## config.mk

```make
export PLATFORM = sky130hd
export DESIGN_NAME = trade_z_seq
export DESIGN_NICKNAME = d
export VERILOG_FILES = /design/src/rtl/trade_pkg.sv /design/src/rtl/isqrt_seq.sv /design/src/rtl/trade_z_seq.sv
export SDC_FILE = /design/constraint.sdc
export NUM_CORES = 1
export LEC_CHECK = 0
export CAP_MARGIN = 5
export CORE_MARGIN = 1.5
export CORE_UTILIZATION = 65
export CTS_CLUSTER_DIAMETER = 200
export DETAILED_ROUTE_END_ITERATION = 7
export DONT_BUFFER_PORTS = 1
export PLACE_DENSITY = 0.9
export SLEW_MARGIN = 40
export SYNTH_ARGS = -nofsm -noshare
export SYNTH_HDL_FRONTEND = slang
export SYNTH_SLANG_ARGS = --single-unit
```

## constraint.sdc

```tcl
create_clock -name clk -period 11.4 [get_ports clk]
set_input_delay 3.42 -clock clk [delete_from_list [all_inputs] [get_ports clk]]
set_output_delay 3.42 -clock clk [all_outputs]
set_load 0.01 [all_outputs]
```

## src/rtl/trade_pkg.sv

```systemverilog
// trade_pkg: shared types and timing constants for the Z-score signal stage.
//   state_t        : FSM state encoding (IDLE/SQRT/DIV/DONE), also exported for debug.
//   result_flags_t : decision flags carried with each result.
//   DEF_*          : default widths used by trade_z_seq.
//   SQRT_CYC, DIV_CYC, LATENCY : per-phase cycle counts at the default widths.
package trade_pkg;

  typedef enum logic [1:0] {
    IDLE = 2'd0,
    SQRT = 2'd1,
    DIV  = 2'd2,
    DONE = 2'd3
  } state_t;

  localparam int DEF_DATA_W = 8;
  localparam int DEF_FRAC_W = 8;

  localparam int SQRT_CYC = DEF_DATA_W;
  localparam int DIV_CYC  = DEF_DATA_W + DEF_FRAC_W;
  localparam int LATENCY  = 2 * DEF_DATA_W + DEF_FRAC_W + 2;

  typedef struct packed {
    logic buy;
    logic sell;
    logic clamped;
  } result_flags_t;

  // Accept-edge to out_valid-rise distance for arbitrary widths.
  function automatic int latency_of(input int data_w, input int frac_w);
    return 2 * data_w + frac_w + 2;
  endfunction

endpackage

```

## src/rtl/isqrt_seq.sv

```systemverilog
// isqrt_seq: bit-serial integer square root, digit-by-digit method.
//   clk, rst : clock, synchronous active-high reset.
//   start    : load din and begin; one result bit is produced per cycle.
//   din      : IN_W-bit radicand.
//   done     : goes high on the edge producing the last root bit and stays
//              high until the next start.
//   root     : floor(sqrt(din)), IN_W/2 bits, valid while done is high.
module isqrt_seq #(
  parameter int IN_W = 16
) (
  input  logic              clk,
  input  logic              rst,
  input  logic              start,
  input  logic [IN_W-1:0]   din,
  output logic              done,
  output logic [IN_W/2-1:0] root
);

  localparam int OUT_W = IN_W / 2;
  localparam int CNT_W = $clog2(OUT_W + 1);

  logic [IN_W-1:0]  x_q;
  logic [OUT_W-1:0] rem_q;
  logic [CNT_W-1:0] cnt_q;
  logic             busy_q;

  logic [OUT_W+1:0] rem_sh;
  logic [OUT_W+1:0] trial;
  logic             ge;
  logic [OUT_W-1:0] rem_nx;

  // Before every iteration the partial remainder fits in OUT_W bits; only the
  // final remainder may be wider and it is never used, so the low OUT_W bits
  // of the modular difference are all that must be kept.
  always_comb begin
    rem_sh = {rem_q, x_q[IN_W-1 -: 2]};
    trial  = {root, 2'b01};
    ge     = (rem_sh >= trial);
    rem_nx = ge ? (rem_sh[OUT_W-1:0] - trial[OUT_W-1:0]) : rem_sh[OUT_W-1:0];
  end

  always_ff @(posedge clk) begin
    if (rst) begin
      x_q    <= '0;
      rem_q  <= '0;
      cnt_q  <= '0;
      busy_q <= 1'b0;
      done   <= 1'b0;
      root   <= '0;
    end else if (start) begin
      x_q    <= din;
      rem_q  <= '0;
      cnt_q  <= '0;
      busy_q <= 1'b1;
      done   <= 1'b0;
      root   <= '0;
    end else if (busy_q) begin
      x_q   <= x_q << 2;
      rem_q <= rem_nx;
      root  <= {root[OUT_W-2:0], ge};
      cnt_q <= cnt_q + 1'b1;
      if (cnt_q == CNT_W'(OUT_W - 1)) begin
        busy_q <= 1'b0;
        done   <= 1'b1;
      end
    end
  end

endmodule

```

## src/rtl/trade_z_seq.sv

```systemverilog
// trade_z_seq: per-tick Z-score buy/sell signal generator with sequential
// square root and restoring division.
//   clk, rst    : clock, synchronous active-high reset.
//   in_valid/in_ready : input tuple handshake (n_mean, n_sqr_mean, cur_data).
//   out_valid/out_ready : result handshake (buy_signal, sell_signal, z_score,
//                 var_clamped).
//   dbg_state   : current FSM state.
// Handshake rule: a transfer happens on a rising edge where valid and ready
// are both high; a raised valid and its payload stay unchanged until that edge.
// Timing: accept edge, then DATA_W+1 cycles in SQRT (root load + DATA_W bits),
// DATA_W+FRAC_W+1 cycles in DIV (quotient bits + result register), so
// out_valid rises 2*DATA_W+FRAC_W+2 edges after the accept edge.
module trade_z_seq
  import trade_pkg::*;
#(
  parameter int DATA_W   = DEF_DATA_W,
  parameter int FRAC_W   = DEF_FRAC_W,
  parameter int Z_THRESH = 100,
  parameter int COOLDOWN = 0
) (
  input  logic                     clk,
  input  logic                     rst,
  input  logic                     in_valid,
  output logic                     in_ready,
  input  logic [DATA_W-1:0]        n_mean,
  input  logic [2*DATA_W-1:0]      n_sqr_mean,
  input  logic [DATA_W-1:0]        cur_data,
  output logic                     out_valid,
  input  logic                     out_ready,
  output logic                     buy_signal,
  output logic                     sell_signal,
  output logic [DATA_W+FRAC_W-1:0] z_score,
  output logic                     var_clamped,
  output state_t                   dbg_state
);

  localparam int ZW    = DATA_W + FRAC_W;
  localparam int DIV_N = DATA_W + FRAC_W;
  localparam int CNT_W = $clog2(DIV_N + 1);
  localparam int CD_W  = (COOLDOWN > 0) ? $clog2(COOLDOWN + 1) : 1;

  state_t          state_q;
  result_flags_t   res_q;
  logic [CD_W-1:0] cd_q;

  logic [DATA_W-1:0] delta_q;
  logic              below_q;
  logic              above_q;
  logic              clamp_q;

  logic [DATA_W-1:0] div_rem_q;
  logic [ZW-1:0]     div_quo_q;
  logic [DATA_W-1:0] div_sor_q;
  logic [CNT_W-1:0]  cnt_q;

  logic [2*DATA_W-1:0] mean_sq;
  logic                under;
  logic [2*DATA_W-1:0] var_in;
  logic                accept;
  logic                sqrt_done;
  logic [DATA_W-1:0]   sqrt_root;

  logic [DATA_W:0]   rem_sh;
  logic              q_bit;
  logic [DATA_W-1:0] rem_nx;
  logic [ZW-1:0]     z_fin;
  logic              hit;

  assign accept  = in_valid && in_ready;
  assign mean_sq = {{DATA_W{1'b0}}, n_mean} * {{DATA_W{1'b0}}, n_mean};
  assign under   = (n_sqr_mean < mean_sq);
  assign var_in  = under ? '0 : (n_sqr_mean - mean_sq);

  isqrt_seq #(.IN_W(2 * DATA_W)) u_isqrt (
    .clk   (clk),
    .rst   (rst),
    .start (accept),
    .din   (var_in),
    .done  (sqrt_done),
    .root  (sqrt_root)
  );

  // Restoring division step; with sd==0 the step still runs (every bit
  // compares as 1) and the quotient is overridden below.
  always_comb begin
    rem_sh = {div_rem_q, div_quo_q[ZW-1]};
    q_bit  = (rem_sh >= {1'b0, div_sor_q});
    rem_nx = q_bit ? (rem_sh[DATA_W-1:0] - div_sor_q) : rem_sh[DATA_W-1:0];
    z_fin  = (div_sor_q == '0) ? '0 : div_quo_q;
    hit    = (z_fin > ZW'(Z_THRESH));
  end

  always_ff @(posedge clk) begin
    if (rst) begin
      state_q     <= IDLE;
      in_ready    <= 1'b1;
      out_valid   <= 1'b0;
      z_score     <= '0;
      res_q       <= '0;
      cd_q        <= '0;
      delta_q     <= '0;
      below_q     <= 1'b0;
      above_q     <= 1'b0;
      clamp_q     <= 1'b0;
      div_rem_q   <= '0;
      div_quo_q   <= '0;
      div_sor_q   <= '0;
      cnt_q       <= '0;
    end else begin
      case (state_q)
        IDLE: begin
          if (accept) begin
            delta_q  <= (cur_data >= n_mean) ? (cur_data - n_mean) : (n_mean - cur_data);
            below_q  <= (cur_data < n_mean);
            above_q  <= (cur_data > n_mean);
            clamp_q  <= under;
            in_ready <= 1'b0;
            state_q  <= SQRT;
          end
        end
        SQRT: begin
          if (sqrt_done) begin
            div_sor_q <= sqrt_root;
            div_quo_q <= {delta_q, {FRAC_W{1'b0}}};
            div_rem_q <= '0;
            cnt_q     <= '0;
            state_q   <= DIV;
          end
        end
        DIV: begin
          if (cnt_q == CNT_W'(DIV_N)) begin
            z_score       <= z_fin;
            res_q.buy     <= hit && below_q && (cd_q == '0);
            res_q.sell    <= hit && above_q && (cd_q == '0);
            res_q.clamped <= clamp_q;
            out_valid     <= 1'b1;
            state_q       <= DONE;
          end else begin
            div_rem_q <= rem_nx;
            div_quo_q <= {div_quo_q[ZW-2:0], q_bit};
            cnt_q     <= cnt_q + 1'b1;
          end
        end
        DONE: begin
          if (out_ready) begin
            out_valid <= 1'b0;
            in_ready  <= 1'b1;
            state_q   <= IDLE;
            if (cd_q != '0) begin
              cd_q <= cd_q - 1'b1;
            end else if (res_q.buy || res_q.sell) begin
              cd_q <= CD_W'(COOLDOWN);
            end
          end
        end
        default: state_q <= IDLE;
      endcase
    end
  end

  assign buy_signal  = res_q.buy;
  assign sell_signal = res_q.sell;
  assign var_clamped = res_q.clamped;
  assign dbg_state   = state_q;

endmodule
```

==> key figures, run 1 <==
Power and ir drop
  – LEAKAGE: 3.49 nW
  – Cell internal pwr: 0.000969 W
  – Max rail drop VDD: 131 µV
  – Sw frac: 0.426
  – NetSw: 0.000720 W
  – Logic pwr share: 0.536
  – Clock share of power: 0.182
  – Sequential Power Share: 0.283
  – PD cells: 204 nW/µm²

Cells and area
  – Fillcell total: 905
  – Nets@finish: 1068
  – Area grow syn2layout: 4.56%
  – N_diodes: 0
  – Layout cell share with drive strength beyond 1: 0.0411
  – Design Area, Final: 8260 µm²

Global routing
  – First-pass GRT wire length: 28.0 mm
  – Largest net degree at the start of global routing: 74
  – Vias in the first global route: 6151
  – Initial antenna violation count: 0
  – GRT Overall Usage: 0.268
  – Grt ovf: 0

Routing
  – Top routing layer used: met4
  – Per-cell routed wire length: 15.8 µm
  – Wire length on met3: 764 µm
  – Vias: 6427
  – Vias per cell: 6.00
  – Drt drc: 0
  – Post-route ant nets: 0
  – DRT Wirelength: 17.0 mm
  – Iter 0 DRT Violations: 447
  – Metal-1 WL: 7.11 mm
  – Pre-antenna DRT Iters: 4
  – WL met2: 8.67 mm

Placement
  – Port bufs: 0
  – Hpwl dp: 12.7 mm
  – GPL Wtd Cong: 0.934
  – Dpl cell area: 7970 µm²

STA
  – Clock skew: 0.00969 ns
  – Minimum clock period: 9.05 ns
  – Slew Viols, Final: 0
  – Final Hold Fails: 0
  – Period Utilization, post-route: 0.794
  – Max Clk Rate: 110 MHz
  – Setup TNS: 0 ns
  – Final setup fails: 0
  – Slew margin rel.: 0.443
  – WHS: 0.450 ns
  – Slew @ Worst Pin: 0.834 ns
  – RSZ-0062 raised after global routing: no

CTS
  – Post-CTS Resized: 0
  – Worst-path clk slew: 0.08 ns
  – CTS tree: done
  – Hold Buf Count CTS: 0
  – CTS Root Cell: clkbuf_16
  – TritonCTS Sinks: 109
  – H-Tree Depth: 3
  – Worst-case clock buffer depth: 2
  – Clock Latency Late Sink: 0.36 ns
  – Post-CTS Repair Setup Buffers: 0
  – Inserted Clock Buffers: 9

Logic synthesis
  – Post-synth top area cell: dfxtp_1
  – Synth async-reset ratio: 0
  – Top cells by count, synth: 125 x nor2_1, 109 x dfxtp_1, 88 x inv_1, 86 x ha_1, 69 x nand2_1
  – Post-synthesis sequential area ratio: 0.276
  – Synth warn: 0
  – Post-synth EDFFs: 0
  – Synth top area share: 0.276
  – Cells after synthesis: 936
  – Top FF cell, synth: dfxtp_1
  – Synth Area per Inst: 8.44 µm²
  – Unique masters post-synth: 64
  – Cell Area, Synth: 7900 µm²
  – Area contributors post-synth: dfxtp_1 28%, ha_1 14%, fa_1 6.8%
  – Seq cells post-synth: 109
  – Most frequent cell after synthesis: nor2_1

Floorplan
  – Die Width: 113 µm
  – Core box area: 11900 µm²
  – IO Pins: 59
  – Die ar.: 12800 µm²
  – Starting Density: 0.664
  – Row count: 40
  – Die height: 113 µm

Outcome
  – Status: completed

Hold path
  – Hold_sp: delta_q[4]
  – HP Class: flop to flop

Setup path
  – Crit Path Category: input port to flop
  – Worst Path Max Fanout: 9
  – Critical path capture point type: flop
  – CP startpoint: n_mean[1]
  – WP data arrival: 9.32 ns
  – Start of the worst register-to-register path: dbg_state[0]
  – CP startpoint kind: input port
  – Worst EP required: 11.67 ns

Run
  – Max cap viols: 0
## state kept, by name, indices dropped and copies added, names as in the netlist, 2 cells and up
name           cells
cnt_q              5
dbg_state          2
delta_q            8
div_quo_q         16
div_rem_q          8
div_sor_q          8
u_isqrt.cnt_q      4
u_isqrt.rem_q      8
u_isqrt.root       8
u_isqrt.x_q       16
z_score           16
## logic make-up (layout without fill, tap and decap cells)
kind of cell | after synthesis | after routing | share of synthesized area
compound gates | 220 | 220 | 0.189
xor+xnor | 48 | 48 | 0.0532
fa+ha+maj | 113 | 113 | 0.205
buf+inv | 123 | 110 | 0.0606
flops | 109 | 109 | 0.276
mux | 46 | 46 | 0.0583
other cells | 1 | 2 | 0.000474
simple gates | 276 | 276 | 0.158
## metrics by stage
step                std cells  worst slack (ns)  total power, W   util
floorplan                 937              2.48         0.00121      -
global placement         1055              2.14         0.00134  0.669
detailed placement       1055              1.97         0.00137  0.669
CTS                      1071              2.34         0.00168  0.694
global route             1071              1.94         0.00182  0.694
finish                   1071              2.35         0.00169  0.694
## final timing paths
check | end | slack (ns) | cells past startpoint
max | u_isqrt.x_q[14] | 2.35 | 25
min reg2reg | delta_q[4] | 0.45 | 2
min | delta_q[4] | 0.45 | 2
max reg2reg | div_rem_q[2] | 8.09 | 7
## power groups by stage
| stage | Sequential (W) | Clock (W) | Combinational, W |
|---|---|---|---|
| after floorplan | 0.000462 | 0 | 0.000751 |
| after global placement | 0.000483 | 0 | 0.000858 |
| after detailed placement | 0.000485 | 0 | 0.000889 |
| after CTS | 0.000477 | 0.000309 | 0.000899 |
| after global routing | 0.000484 | 0.000325 | 0.00101 |
| final | 0.000478 | 0.000307 | 0.000905 |
## routing by layer
| layer | track usage | up-vias |
|---|---|---|
| met1 | 0.322 | 3042 |
| li1 | - | 3196 |
| met5 | 0 | - |
| met4 | 0.0992 | 0 |
| met2 | 0.478 | 155 |
| met3 | 0.0525 | 34 |
## final cells by class
class,count,area [µm²],area share
repair buffers,1,7.51,0.000908
multi-input cells,705,5250,0.635
flip-flops and latches,109,2190,0.264
well taps,147,184,0.0223
clock inverters,7,63.8,0.00772
clock buffers,9,225,0.0273
inverters,93,349,0.0422
## placed cells by master, fill, tap and decap left out, drive strengths merged, types with 5 or more instances in the layout
cell     synthesis  routed
o21a             9       9
mux2i           46      46
dfxtp          109     109
xor2            27      27
xnor2           21      21
a21oi           63      63
inv             89      94
a2111oi          5       5
nand4            8       8
o21ai           42      42
o31ai            6       6
a211oi          19      19
a22oi           29      29
o22ai            6       6
nand2           69      69
a31oi            5       5
nor2b           10      10
clkinv           4       5
nor3            11      11
nand2b          16      16
ha              86      86
fa              27      27
nand3           13      13
o211ai           6       6
clkbuf          26       9
a21o            14      14
nor2           127     127
## critical path, cell delays in order
cell,delay [ns]
clkinv_1,0.20
nor2_1,0.25
ha_1,0.32
a31o_2,0.28
fa_1,0.50
inv_1,0.06
fa_1,0.50
fa_1,0.54
inv_1,0.04
ha_1,0.33
or2_1,0.25
a21oi_1,0.15
a21oi_1,0.06
and4_1,0.23
a2111oi_4,0.36
xor2_1,0.12
ha_1,0.40
o21a_1,0.16
o21a_1,0.13
nor2_1,0.05
o31ai_1,0.31
nor2_1,0.12
nor2_4,0.19
nand2_1,0.17
o22ai_1,0.19
Power figures use the tool's default switching activity.
==> run 2: changes to the inputs <==
Clock period 11.4 ns to 9.41 ns, I/O delays scaled along.
==> run 2 against run 1 <==
Effect of this change:
- critical endpoint is now u_isqrt.x_q[15]
- sequential share of layout area barely moved
- via count shrank 0.37%
- worst setup slack got worse by 1.5 ns
- non-clock buffer count unchanged
- core utilization grew 0.12 points
- total power grew 21%
- wire length shrank 0.42%
- cell count unchanged
- first-iteration DRC count up 3.1%
==> key figures, run 2 (synthesized netlist as in run 1, its figures left out) <==
Outcome
  – Status: completed

Setup path
  – Worst EP required: 9.68 ns (-1.99 ns)
  – WP data arrival: 8.81 ns (-0.51 ns)
  – Crit Path Category: input port to flop
  – Critical path capture point type: flop
  – Start of the worst register-to-register path: dbg_state[0]
  – Worst Path Max Fanout: 9 (unchanged)
  – R2R Setup Slk: 6.12 ns (-1.97 ns)
  – Reg2Reg Depth: 7 (unchanged)
  – CP max stage delay: 0.54 ns (about the same)
  – Bufs and invs on worst path: 3 (unchanged)
  – Worst path slowest cell: fa_1
  – CP startpoint kind: input port
  – R2R Path End: div_rem_q[2]
  – Top delay family on crit path: adder cells

CTS
  – TritonCTS Sinks: 109 (unchanged)
  – Inserted Clock Buffers: 9 (unchanged)
  – Post-CTS Repair Setup Buffers: 0 (unchanged)
  – H-Tree Depth: 3 (unchanged)
  – Worst-case clock buffer depth: 2 (unchanged)
  – Worst-path clk slew: 0.08 ns (about the same)
  – Clock Latency Late Sink: 0.36 ns (about the same)
  – Hold Buf Count CTS: 0 (unchanged)
  – Post-CTS Resized: 0 (unchanged)
  – CTS tree: done
  – CTS Root Cell: clkbuf_16

Cells and area
  – Largest regs: div_quo_q x16, u_isqrt.x_q x16, z_score x16
  – Fillcell total: 883 (-2.4%)
  – Nets@finish: 1068 (unchanged)
  – Layout cell share with drive strength beyond 1: 0.0411 (unchanged)
  – Commonest non-fill, non-tap cell in the layout: nor2_1
  – Most frequent cells in the layout: 124 x nor2_1, 108 x dfxtp_1, 88 x inv_1
  – Area grow syn2layout: 4.73%
  – N_diodes: 0 (unchanged)
  – Area of the multi-input gates: 5250 µm² (unchanged)
  – Reg area: 2190 µm² (unchanged)

STA
  – Period Utilization, post-route: 0.908
  – Minimum clock period: 8.55 ns
  – Slew @ Worst Pin: 0.827 ns (-0.00665 ns)
  – WHS: 0.449 ns (-0.000604 ns)
  – Max Clk Rate: 117 MHz
  – Final worst slack: 0.862 ns (-1.49 ns)
  – Setup TNS: 0 ns (unchanged)
  – Slew margin rel.: 0.447 (+0.00444)
  – RSZ-0062 raised after global routing: no
  – Slew Viols, Final: 0 (unchanged)
  – Final Hold Fails: 0 (unchanged)
  – Clock skew: 0.0135 ns (+0.00382 ns)
  – Final setup fails: 0 (unchanged)

Routing
  – Drt drc: 0 (unchanged)
  – Iter 0 DRT Violations: 461 (+3.1%)
  – DRT Wirelength: 16.9 mm (-0.42%)
  – Vias per cell: 5.98 (-0.37%)
  – Per-cell routed wire length: 15.8 µm (-0.42%)
  – Post-route ant nets: 0 (unchanged)
  – Vias: 6403 (-0.37%)
  – Pre-antenna DRT Iters: 5 (+1)

Power and ir drop
  – Max rail drop VDD: 183 µV (+39%)
  – Cell internal pwr: 0.00118 W (+21%)
  – Logic pwr share: 0.532 (-0.004)
  – Clock share of power: 0.185 (+0.003)
  – Sw frac: 0.425 (-0.000918)
  – Sequential Power Share: 0.283 (about the same)
  – LEAKAGE: 3.50 nW (+0.22%)
  – PD cells: 247 nW/µm² (+21%)
  – NetSw: 0.000871 W (+21%)

Placement
  – Pre-CTS setup slack: 0.545 ns (-1.43 ns)
  – Port bufs: 0 (unchanged)
  – Hpwl dp: 12.8 mm (+0.28%)
  – GPL Wtd Cong: 0.934 (about the same)

Global routing
  – Largest net degree at the start of global routing: 74 (unchanged)
  – GRT Overall Usage: 0.268 (about the same)
  – Vias in the first global route: 6177 (+0.42%)
  – Grt ovf: 0 (unchanged)
  – First-pass GRT wire length: 28.1 mm (+0.47%)
  – Initial antenna violation count: 0 (unchanged)

Hold path
  – Hold Crit Depth: 2 (unchanged)
  – Worst Hold End: delta_q[4]
  – Hold_sp: delta_q[4]
  – HP Class: flop to flop

Floorplan
  – IO Pins: 59 (unchanged)
  – Die height: 113 µm (unchanged)
  – Starting Density: 0.664 (unchanged)
  – Row count: 40 (unchanged)
  – Die ar.: 12800 µm² (unchanged)
  – Core box area: 11900 µm² (unchanged)
  – Die Width: 113 µm (unchanged)

Run
  – Max cap viols: 0 (unchanged)
[run 2: changes by cell type in the layout (fill, tap and decap cells not counted), sizes merged]
cell	delta
clkinvlp	-1
clkinv	+2
inv	-1
[run 2: power groups by stage]
stage	registers, W	clock network [W]	logic, W
6_report	0.000579	0.000379	0.00109
2_1_floorplan	0.000560	0	0.000910
4_1_cts	0.000578	0.000380	0.00109
5_1_grt	0.000587	0.000402	0.00122
3_3_place_gp	0.000585	0	0.00104
3_5_place_dp	0.000587	0	0.00107
[run 2: stage by stage]
step	util	instance area [µm²]	total power (W)	cells
2_1_floorplan	-	7910	0.00147	937
3_3_place_gp	0.669	7970	0.00162	1055
3_5_place_dp	0.669	7970	0.00166	1055
4_1_cts	0.695	8280	0.00205	1071
5_1_grt	0.695	8280	0.00221	1071
6_report	0.695	8280	0.00205	1071
[run 2: worst reg2reg max path, cell delays in order, from the launching register on]
cell     delay, ns
dfxtp_1       0.40
inv_1         0.17
ha_1          0.59
nand2_1       0.68
o21a_1        0.54
nor2_1        0.62
nand2_1       0.11
o21ai_0       0.09
[run 2: layer usage]
metal | GRT usage | share of wire | vias to the layer above
met5 | 0 | 0 | -
met2 | 0.477 | 0.51 | 136
met3 | 0.0525 | 0.044 | 32
met4 | 0.0867 | 0.023 | 0
li1 | - | - | 3195
met1 | 0.327 | 0.42 | 3040
[run 2: how the worst max path moves through the flow]
| stage | startpoint | to | slack [ns] | depth (start not counted) |
|---|---|---|---|---|
| after floorplan | n_mean[1] | u_isqrt.x_q[11] | 1.09 | 25 |
| after global placement | n_mean[1] | u_isqrt.x_q[15] | 0.75 | 25 |
| after detailed placement | n_mean[1] | u_isqrt.x_q[15] | 0.54 | 25 |
| after CTS | n_mean[1] | u_isqrt.x_q[15] | 0.87 | 25 |
| after global routing | n_mean[1] | u_isqrt.x_q[15] | 0.49 | 25 |
| final | n_mean[1] | u_isqrt.x_q[15] | 0.86 | 25 |
[run 2: area by class of cell]
| cell class | instances | share of cell area |
|---|---|---|
| inverter | 93 | 0.0422 |
| timing repair buffer | 1 | 0.000907 |
| clock inverter | 7 | 0.00937 |
| clock buffer | 9 | 0.0272 |
| tap | 147 | 0.0222 |
| multi-input combinational | 705 | 0.634 |
| sequential | 109 | 0.264 |
